--- src/rtl/filter_stream_scheduler.sv ---
// filter_stream_scheduler: grants one coefficient set or one gap-free frame to the filter control unit.
// Define FILTER_SCHED_STATS_EN to add the frame_cnt / abort_cnt statistics outputs.
module filter_stream_scheduler #(
   parameter int unsigned DATA_BIT     = 15,
   parameter int unsigned DATA_IDBIT   = 2,
   parameter int unsigned ROW_WIDTH    = 512,
   parameter int unsigned COL_WIDTH    = 512,
   parameter int unsigned MASK_WIDTH   = 7,
   parameter int unsigned PIX_CNT_BIT  = 18,
   parameter int unsigned DRAIN_CYCLES = ROW_WIDTH * COL_WIDTH / 2 + 8
) (
   input  logic                  clk,
   input  logic                  reset,
   input  logic                  cf_valid,
   input  logic [DATA_BIT-1:0]   cf_data,
   output logic                  cf_ready,
   input  logic                  pix_valid,
   input  logic [DATA_BIT-1:0]   pix_data,
   output logic                  pix_ready,
   input  logic                  err_clr,
   output logic [DATA_IDBIT-1:0] data_id,
   output logic                  data_valid,
   output logic [DATA_BIT-1:0]   data_out,
   output logic                  cf_loaded,
   output logic                  busy,
   output logic                  frame_done,
   output logic                  err_underrun
`ifdef FILTER_SCHED_STATS_EN
   ,
   output logic [15:0]           frame_cnt,
   output logic [7:0]            abort_cnt
`endif
);

   localparam int unsigned CF_WORDS  = MASK_WIDTH * MASK_WIDTH;
   localparam int unsigned FRAME_PIX = ROW_WIDTH * COL_WIDTH;
   localparam int unsigned DRAIN_BIT = (DRAIN_CYCLES > 1) ? $clog2(DRAIN_CYCLES) : 1;
   localparam logic [PIX_CNT_BIT-1:0] CF_LAST    = PIX_CNT_BIT'(CF_WORDS - 1);
   localparam logic [PIX_CNT_BIT-1:0] PIX_LAST   = PIX_CNT_BIT'(FRAME_PIX - 1);
   localparam logic [DRAIN_BIT-1:0]   DRAIN_LAST = DRAIN_BIT'(DRAIN_CYCLES - 1);

   typedef enum logic [2:0] {StIdle, StLoadCf, StGap, StStream, StDrain} state_t;

   state_t                  r_state;
   logic [PIX_CNT_BIT-1:0]  r_cnt;
   logic [DRAIN_BIT-1:0]    r_drain_cnt;
   logic                    r_frame_ok;
   logic [DATA_IDBIT-1:0]   r_data_id;
   logic                    r_data_valid;
   logic [DATA_BIT-1:0]     r_data_out;
   logic                    r_cf_loaded;
   logic                    r_frame_done;
   logic                    r_err_underrun;

   logic w_underrun;
   logic w_drain_end;

   assign w_underrun  = ((r_state == StLoadCf) && !cf_valid) ||
                        ((r_state == StStream) && !pix_valid);
   assign w_drain_end = (r_state == StDrain) && (r_drain_cnt == DRAIN_LAST);

   always_ff @(posedge clk or posedge reset) begin
      if (reset) begin
         r_state        <= StIdle;
         r_cnt          <= '0;
         r_drain_cnt    <= '0;
         r_frame_ok     <= 1'b0;
         r_data_id      <= '0;
         r_data_valid   <= 1'b0;
         r_data_out     <= '0;
         r_cf_loaded    <= 1'b0;
         r_frame_done   <= 1'b0;
         r_err_underrun <= 1'b0;
      end else begin
         r_data_valid <= 1'b0;
         r_frame_done <= w_drain_end && r_frame_ok;
         if (w_underrun) begin
            r_err_underrun <= 1'b1;
         end else if (err_clr) begin
            r_err_underrun <= 1'b0;
         end
         unique case (r_state)
            StIdle: begin
               r_cnt       <= '0;
               r_drain_cnt <= '0;
               r_frame_ok  <= 1'b0;
               // Coefficients win any tie with pixels.
               if (cf_valid) begin
                  r_state <= StLoadCf;
               end else if (pix_valid && r_cf_loaded) begin
                  r_state <= StStream;
               end
            end
            StLoadCf: begin
               if (cf_valid) begin
                  r_data_valid <= 1'b1;
                  r_data_out   <= cf_data;
                  r_data_id    <= DATA_IDBIT'(1);
                  r_cnt        <= r_cnt + PIX_CNT_BIT'(1);
                  if (r_cnt == CF_LAST) begin
                     r_cf_loaded <= 1'b1;
                     r_state     <= StGap;
                  end
               end else begin
                  r_cf_loaded <= 1'b0;
                  r_state     <= StGap;
               end
            end
            StGap: r_state <= StIdle;
            StStream: begin
               if (pix_valid) begin
                  r_data_valid <= 1'b1;
                  r_data_out   <= pix_data;
                  r_data_id    <= '0;
                  r_cnt        <= r_cnt + PIX_CNT_BIT'(1);
                  if (r_cnt == PIX_LAST) begin
                     r_frame_ok <= 1'b1;
                     r_state    <= StDrain;
                  end
               end else begin
                  r_frame_ok <= 1'b0;
                  r_state    <= StDrain;
               end
            end
            StDrain: begin
               if (w_drain_end) begin
                  r_state <= StIdle;
               end else begin
                  r_drain_cnt <= r_drain_cnt + DRAIN_BIT'(1);
               end
            end
            default: r_state <= StIdle;
         endcase
      end
   end

   assign cf_ready     = (r_state == StLoadCf);
   assign pix_ready    = (r_state == StStream);
   assign busy         = (r_state != StIdle);
   assign data_id      = r_data_id;
   assign data_valid   = r_data_valid;
   assign data_out     = r_data_out;
   assign cf_loaded    = r_cf_loaded;
   assign frame_done   = r_frame_done;
   assign err_underrun = r_err_underrun;

`ifdef FILTER_SCHED_STATS_EN
   logic [15:0] r_frame_cnt;
   logic [7:0]  r_abort_cnt;

   always_ff @(posedge clk or posedge reset) begin
      if (reset) begin
         r_frame_cnt <= '0;
         r_abort_cnt <= '0;
      end else begin
         if (w_drain_end && r_frame_ok) begin
            r_frame_cnt <= r_frame_cnt + 16'd1;
         end
         if (w_underrun && (r_abort_cnt != 8'hFF)) begin
            r_abort_cnt <= r_abort_cnt + 8'd1;
         end
      end
   end

   assign frame_cnt = r_frame_cnt;
   assign abort_cnt = r_abort_cnt;
`endif

endmodule
--- config.mk ---
export PLATFORM = sky130hd
export DESIGN_NAME = filter_stream_scheduler
export DESIGN_NICKNAME = d
export VERILOG_FILES = /design/src/rtl/filter_stream_scheduler.sv
export SDC_FILE = /design/constraint.sdc
export NUM_CORES = 1
export LEC_CHECK = 0
export ABC_AREA = 1
export CAP_MARGIN = 20
export CORE_MARGIN = 2
export CORE_UTILIZATION = 53
export CTS_CLUSTER_SIZE = 12
export DETAILED_ROUTE_END_ITERATION = 10
export PLACE_DENSITY = 0.78
export SLEW_MARGIN = 5
export SYNTH_ARGS = -nofsm -noshare
export SYNTH_HDL_FRONTEND = slang
export SYNTH_SLANG_ARGS = --single-unit
--- constraint.sdc ---
create_clock -name clk -period 2.27 [get_ports clk]
set_input_delay 0.454 -clock clk [delete_from_list [all_inputs] [get_ports clk]]
set_output_delay 0.454 -clock clk [all_outputs]
set_load 0.005 [all_outputs]
==> impl_results.md, run 1 <==
- Worst skew pair latency: 340 ps
- Slew Limit Fails: 0
- Global route overflow: 0
- Antenna Diode Count: 0
- Antenna violations before repair: 0
- Largest fanout on the critical path: 6
- Drt first pass iters: 4
- Netlist cell types: 30
- Pwr Density: 964 nW/um2
- First-pass GRT wire length: 13,400 um
- Post-Synthesis Cells: 468
- YS warnings: 0
- Synth top area cells: dfrtp_1 (44%), nand2_1 (14%), nor2_1 (8.1%)
- Core area: 6280 um2
- Area grow syn2layout: 25.6%
- Total track usage: 23.7%
- Leakage: 1.96 nW
- CTS tree: done
- Residual DRC count: 0
- Clock Pin Slew Worst Setup and Hold Paths: 70 ps
- Top-count cell post-synth: nand2_1
- Fmax: 478 MHz
- Filler cells: 543
- Buffers on Ports: 57
- Worst endpoint required time: 1820 ps
- Post-synth EDFFs: 0
- Critical path's largest stage delay: 540 ps
- Largest net degree at the start of global routing: 32
- Maxcap violations: 0
- Critical Path End Type: primary output
- Synth top area share: 44.4%
- Sequential fraction of the synthesis area: 44.4%
- Crit path time final: 2090 ps
- Post-detail-place hpwl: 5940 um
- Syn nets: 506
- Initial Util: 53.9%
- Die X-Extent: 83.9 um
- Final antenna-violating net count: 0
- CTS root buf: clkbuf_8
- CTS Buf Count: 9
- Startpoint types: register
- Final #Nets: 569
- Setup TNS Final: 0 ps
- Period utilization: 92.2%
- Largest area contributor in the netlist: dfrtp_1
- 1st-iter DRT viols: 203
- Synth Cell Area: 3380 um2
- Die Ht: 83.9 um
- Die area: 7040 um2
- FP Rows: 29
- Synth Area per Inst: 7.23 um2
- Hold Path Class: input port to async pin
- Placed Area: 4040 um2
- GP Congestion: 0.917
- Clock Path Buffers: 2
- Worst setup path class: register to primary output
- Vias per Instance: 5.29
- Status: complete, no violations
- Layout cells sized above 1: 7.28%
- Hold Vio Cnt, Final: 0
- Yosys reg bits: 60
- Final WL: 7830 um
- Ys async rst share: 100%
- Finished Cell Area: 4250 um2
- Synth Flop Type: dfrtp_1
- Post-detailed-route wirelength per cell: 12.8 um
- Maximum VDD drop: 0.686 mV
- Clock skew: 10.1 ps
- Setup Viol. Count Final: 0
- H-tree lvl count: 3
- RSZ-0062 raised after global routing: false
- Vias in the first global route: 3,074
- CTS sink count: 60
- DR vias: 3,242
- CP Cell Sequence: inv_2 -> nand2_2 -> nor2_4 -> clkdlybuf4s50_1
- I/O pins: 59
- Slowest cell on crit path: clkdlybuf4s50_1
- Post-synth top cells: nand2_1 (125), nor2_1 (73), dfrtp_1 (60)
- Crit path DAT: 1640 ps
[final cells by class]
type	count	area [um2]	area share, %
Multi-Input combinational cell	341	1600	37.6
Tap cell	77	96.3	2.27
Clock inverter	5	50.0	1.18
Inverter	53	199	4.68
Sequential cell	60	1500	35.3
Clock buffer	11	151	3.56
Timing Repair Buffer	66	651	15.3
[registers in the layout (all words and copies together) (netlist names)]
signal,count
data_id,1
r_drain_cnt,18
err_underrun,1
frame_done,1
cf_loaded,1
r_state,3
data_valid,1
data_out,15
r_cnt,18
r_frame_ok,1
[layout by cell type (no fill, tap or decap), types with 6 or more instances in the layout]
master and instances:
dfrtp_1 60, nand2_1 125, nor2_1 73, clkdlybuf4s50_1 57, clkbuf_8 11, o21ai_0 12, buf_4 8, a21oi_1 8
a31oi_1 15, nor3_1 7, nand3_1 46, nand4_1 9, o21ai_1 12, inv_1 47, inv_2 6, xor2_1 11
[metal layers]
layer | GRT usage (%) | routed length (um) | part of all wire (%)
met1 | 29.6 | 3540 | 45
met2 | 37.5 | 3540 | 45
met3 | 7.52 | 602 | 7.7
met4 | 10.9 | 149 | 1.9
met5 | 0 | 0 | 0
[power breakdown]
group	total (W)	internal [W]	switching, W
clock	0.000985	0.000559	0.000426
sequential	0.00144	0.00129	0.000150
combinational	0.00167	0.000725	0.000941
total	0.00409	0.00258	0.00152
[kinds of logic after synthesis]
family                   count (synthesis)  synth area share (%)
other                                    1                 0.111
flip-flops                              60                  44.4
adder cells (fa/ha/maj)                  3                  1.11
AND/OR/NAND/NOR                        271                  34.0
AO/OA/AOI/OAI                           55                  9.10
XOR/XNOR                                11                  2.85
buffers and inverters                   67                  8.47
[path summary, 6_finish.rpt]
kind | start | endpoint | slack [ps] | cells past startpoint
setup / recovery | r_state[2] | pix_ready | 180 | 4
min in group clk | r_frame_ok | r_frame_ok | 490 | 2
hold reg to reg | r_frame_ok | r_frame_ok | 490 | 2
max in group asynchronous | reset | r_drain_cnt[4] | 1280 | 3
hold / removal | reset | data_valid | 450 | 2
setup reg to reg | r_drain_cnt[0] | r_drain_cnt[17] | 430 | 10
[through the flow]
step                util [%]  std cells  total power (W)  setup WS (ps)  hold slack, ps
floorplan                  -        468          0.00245            331             453
global placement        64.4        597          0.00308            386             480
detailed placement      64.4        597          0.00313            342             478
CTS                     67.6        613          0.00412           75.7             460
global route            67.7        613          0.00438            101             503
finish                  67.7        613          0.00409            177             454
[timing repair]
action | 4_1_cts | 5_1_grt
buffers inserted | 0 | 0
hold buffers | 0 | 0
setup endpoints to repair | 0 | 1
resized for setup | 0 | 1
[critical path, delay by kind of cell (launching register included)]
| kind | cells | cell delay [ps] |
|---|---|---|
| buf+inv | 2 | 620 |
| flops | 1 | 380 |
| simple gates | 2 | 300 |
(Power assumes the default switching activity.)
==> inputs of run 2 (changes only) <==
--- a/config.mk
+++ b/config.mk
@@ -6,7 +6,6 @@
 export NUM_CORES = 1
 export LEC_CHECK = 0
 export ABC_AREA = 1
-export CAP_MARGIN = 20
 export CORE_MARGIN = 2
 export CORE_UTILIZATION = 53
 export CTS_CLUSTER_SIZE = 12
==> results of run 2 <==
The final DEF is identical to that of run 1; final timing and power are the same.
==> inputs of run 3 (changes only) <==
--- a/config.mk
+++ b/config.mk
@@ -7,10 +7,10 @@
 export LEC_CHECK = 0
 export ABC_AREA = 1
 export CORE_MARGIN = 2
-export CORE_UTILIZATION = 53
+export CORE_UTILIZATION = 40
 export CTS_CLUSTER_SIZE = 12
 export DETAILED_ROUTE_END_ITERATION = 10
-export PLACE_DENSITY = 0.78
+export PLACE_DENSITY = 0.61
 export SLEW_MARGIN = 5
 export SYNTH_ARGS = -nofsm -noshare
 export SYNTH_HDL_FRONTEND = slang
==> constraint.sdc (replaced) <==
create_clock -name clk -period 2.04 [get_ports clk]
set_input_delay 0.408 -clock clk [delete_from_list [all_inputs] [get_ports clk]]
set_output_delay 0.408 -clock clk [all_outputs]
set_load 0.005 [all_outputs]
==> run 3 against run 2 <==
- core utilization is 15 points lower
- non-clock buffer count is 2 higher
- clock power is 11% higher
- count of clock-buffer cells in the layout is 1 lower
- final area is 1.9% higher
- flip-flop and latch count stayed put
- highest routed layer unchanged
==> impl_results.md, run 3 (synthesized netlist as in run 1, its figures left out) <==
- Status: complete, no violations
- Vias in the first global route: 3,009 (-2.1%)
- First-pass GRT wire length: 14,000 um (+4.1%)
- Initial Util: 41.2% (-13 points)
- Die Ht: 96.0 um (+14%)
- DR vias: 3,186 (-1.7%)
- Total track usage: 19.8% (-3.9 points)
- Period utilization: 93.8%
- Fin cells: 643 (+4.9%)
- Crit path time final: 1910 ps
- CTS Buf Count: 9 (unchanged)
- Drt first pass iters: 4 (unchanged)
- Largest fanout on the critical path: 4 (-2)
- Residual DRC count: 0 (unchanged)
- Global route overflow: 0 (unchanged)
- Final hold slack: 428 ps (-26.9 ps)
- Final #Nets: 571 (+0.35%)
- Post-detail-place hpwl: 5960 um (+0.31%)
- Leakage: 2.00 nW (+1.9%)
- Maxcap violations: 0 (unchanged)
- Finished Cell Area: 4330 um2 (+1.9%)
- Fmax: 523 MHz
- Post-Place Worst Slack: 199 ps (-143 ps)
- Worst setup path class: register to primary output
- Area grow syn2layout: 28.0%
- Reg-to-reg critical path startpoint: r_drain_cnt[0]
- Final WL: 8140 um (+3.9%)
- Hold Path Class: input port to async pin
- Critical Path Source: r_state[1]
- I/O pins: 59 (unchanged)
- Pwr Density: 1080 nW/um2 (+12%)
- Clock skew: 9.40 ps (-0.677 ps)
- Crit path DAT: 1500 ps (-140 ps)
- Final antenna-violating net count: 0 (unchanged)
- CTS tree: done
- Most common library cell in the layout ignoring fill and taps: nand2_1
- Maximum VDD drop: 0.682 mV (-0.51%)
- Setup WS post-layout: 127 ps (-50.0 ps)
- Placed Area: 4100 um2 (+1.5%)
- Startpoint types: register
- Antenna violations before repair: 0 (unchanged)
- Clock Path Buffers: 2 (unchanged)
- Layout cells sized above 1: 7.81% (+0.53 points)
- # hold bufs at CTS: 0 (unchanged)
- CTS root buf: clkbuf_8
- Hold Vio Cnt, Final: 0 (unchanged)
- RSZ-0062 raised after global routing: false
- Clock Pin Slew Worst Setup and Hold Paths: 70 ps (about the same)
- Die X-Extent: 96.0 um (+14%)
- Core area: 8220 um2 (+31%)
- Vias per Instance: 4.95 (-6.3%)
- Relative slew slack: 66.3%
- FP Rows: 33 (+14%)
- Dpl cells: 625 (+4.7%)
- Setup Viol. Count Final: 0 (unchanged)
- GP Congestion: 0.822 (-10%)
- Commonest non-fill, non-tap cells in the layout: nand2_1 (125), nor2_1 (73), dfrtp_1 (59)
- Buffers on Ports: 57 (unchanged)
- CTS sink count: 60 (unchanged)
- Worst endpoint required time: 1630 ps (-190 ps)
- Antenna Diode Count: 0 (unchanged)
- Largest net degree at the start of global routing: 61 (+91%)
- Post-detailed-route wirelength per cell: 12.7 um (-0.98%)
- Slew Limit Fails: 0 (unchanged)
- Critical Path End Type: primary output
- H-tree lvl count: 3 (unchanged)
- 1st-iter DRT viols: 161 (-21%)
- Worst-margin pin slew: 502 ps
- Setup TNS Final: 0 ps (unchanged)
- Worst skew pair latency: 340 ps (about the same)
- Die area: 9210 um2 (+31%)
-- run 3: changes by cell type in the layout (fill, tap and decap cells not counted), sizes merged --
cell and delta:
buf +2, clkdlybuf4s50 -2, clkinvlp +2, dlymetal6s2s +2, clkbuf -1, clkinv -1
-- run 3: path summary, 6_finish.rpt --
kind | slack (ps) | endpoint | cells past startpoint
min in group clk | 480 | r_frame_ok | 2
max in group asynchronous | 1330 | r_state[1] | 3
setup reg to reg | 270 | r_drain_cnt[16] | 9
setup / recovery | 130 | busy | 3
hold / removal | 430 | data_out[0] | 3
hold reg to reg | 480 | r_frame_ok | 2
-- run 3: cell type report --
| cell class | instances | area (um2) |
|---|---|---|
| Clock buffer | 10 | 138 |
| Clock inverter | 6 | 63.8 |
| Fill cell | 767 | 3890 |
| Inverter | 53 | 199 |
| Multi-Input combinational cell | 341 | 1600 |
| Sequential cell | 60 | 1500 |
| Tap cell | 105 | 131 |
| Timing Repair Buffer | 68 | 696 |
-- run 3: worst max-delay path, stage by stage, from the launching register on --
cell and delay, ps:
dfrtp_2 420, nor2_1 60, nand2_1 150, clkdlybuf4s50_1 530
-- run 3: layer usage --
layer  part of all wire (%)  up-vias  track usage [%]
met5                      0        -                0
met4                    1.0        0             6.43
met3                    7.9        7             7.05
met2                     43       81             30.7
met1                     48     1458             25.8
li1                       -     1640                -
-- run 3: report_power, final --
group | internal, W | total, W | switching [W]
clock | 0.000594 | 0.00109 | 0.000499
sequential | 0.00144 | 0.00160 | 0.000164
combinational | 0.000899 | 0.00197 | 0.00107
total | 0.00293 | 0.00467 | 0.00173
-- run 3: repair_timing --
| action | CTS | global route |
|---|---|---|
| pin swaps | 1 | 1 |
| endpoints found under the setup margin | 1 | 3 |
| gates resized for setup | 1 | 3 |
| cloned | 0 | 0 |
| setup buffers | 1 | 1 |
-- run 3: stage by stage --
step / power [W] / utilization [%]
after floorplan: 0.00273 / -
after global placement: 0.00357 / 49.9
after detailed placement: 0.00359 / 49.9
after CTS: 0.00473 / 52.5
after global routing: 0.00502 / 52.7
final: 0.00467 / 52.7
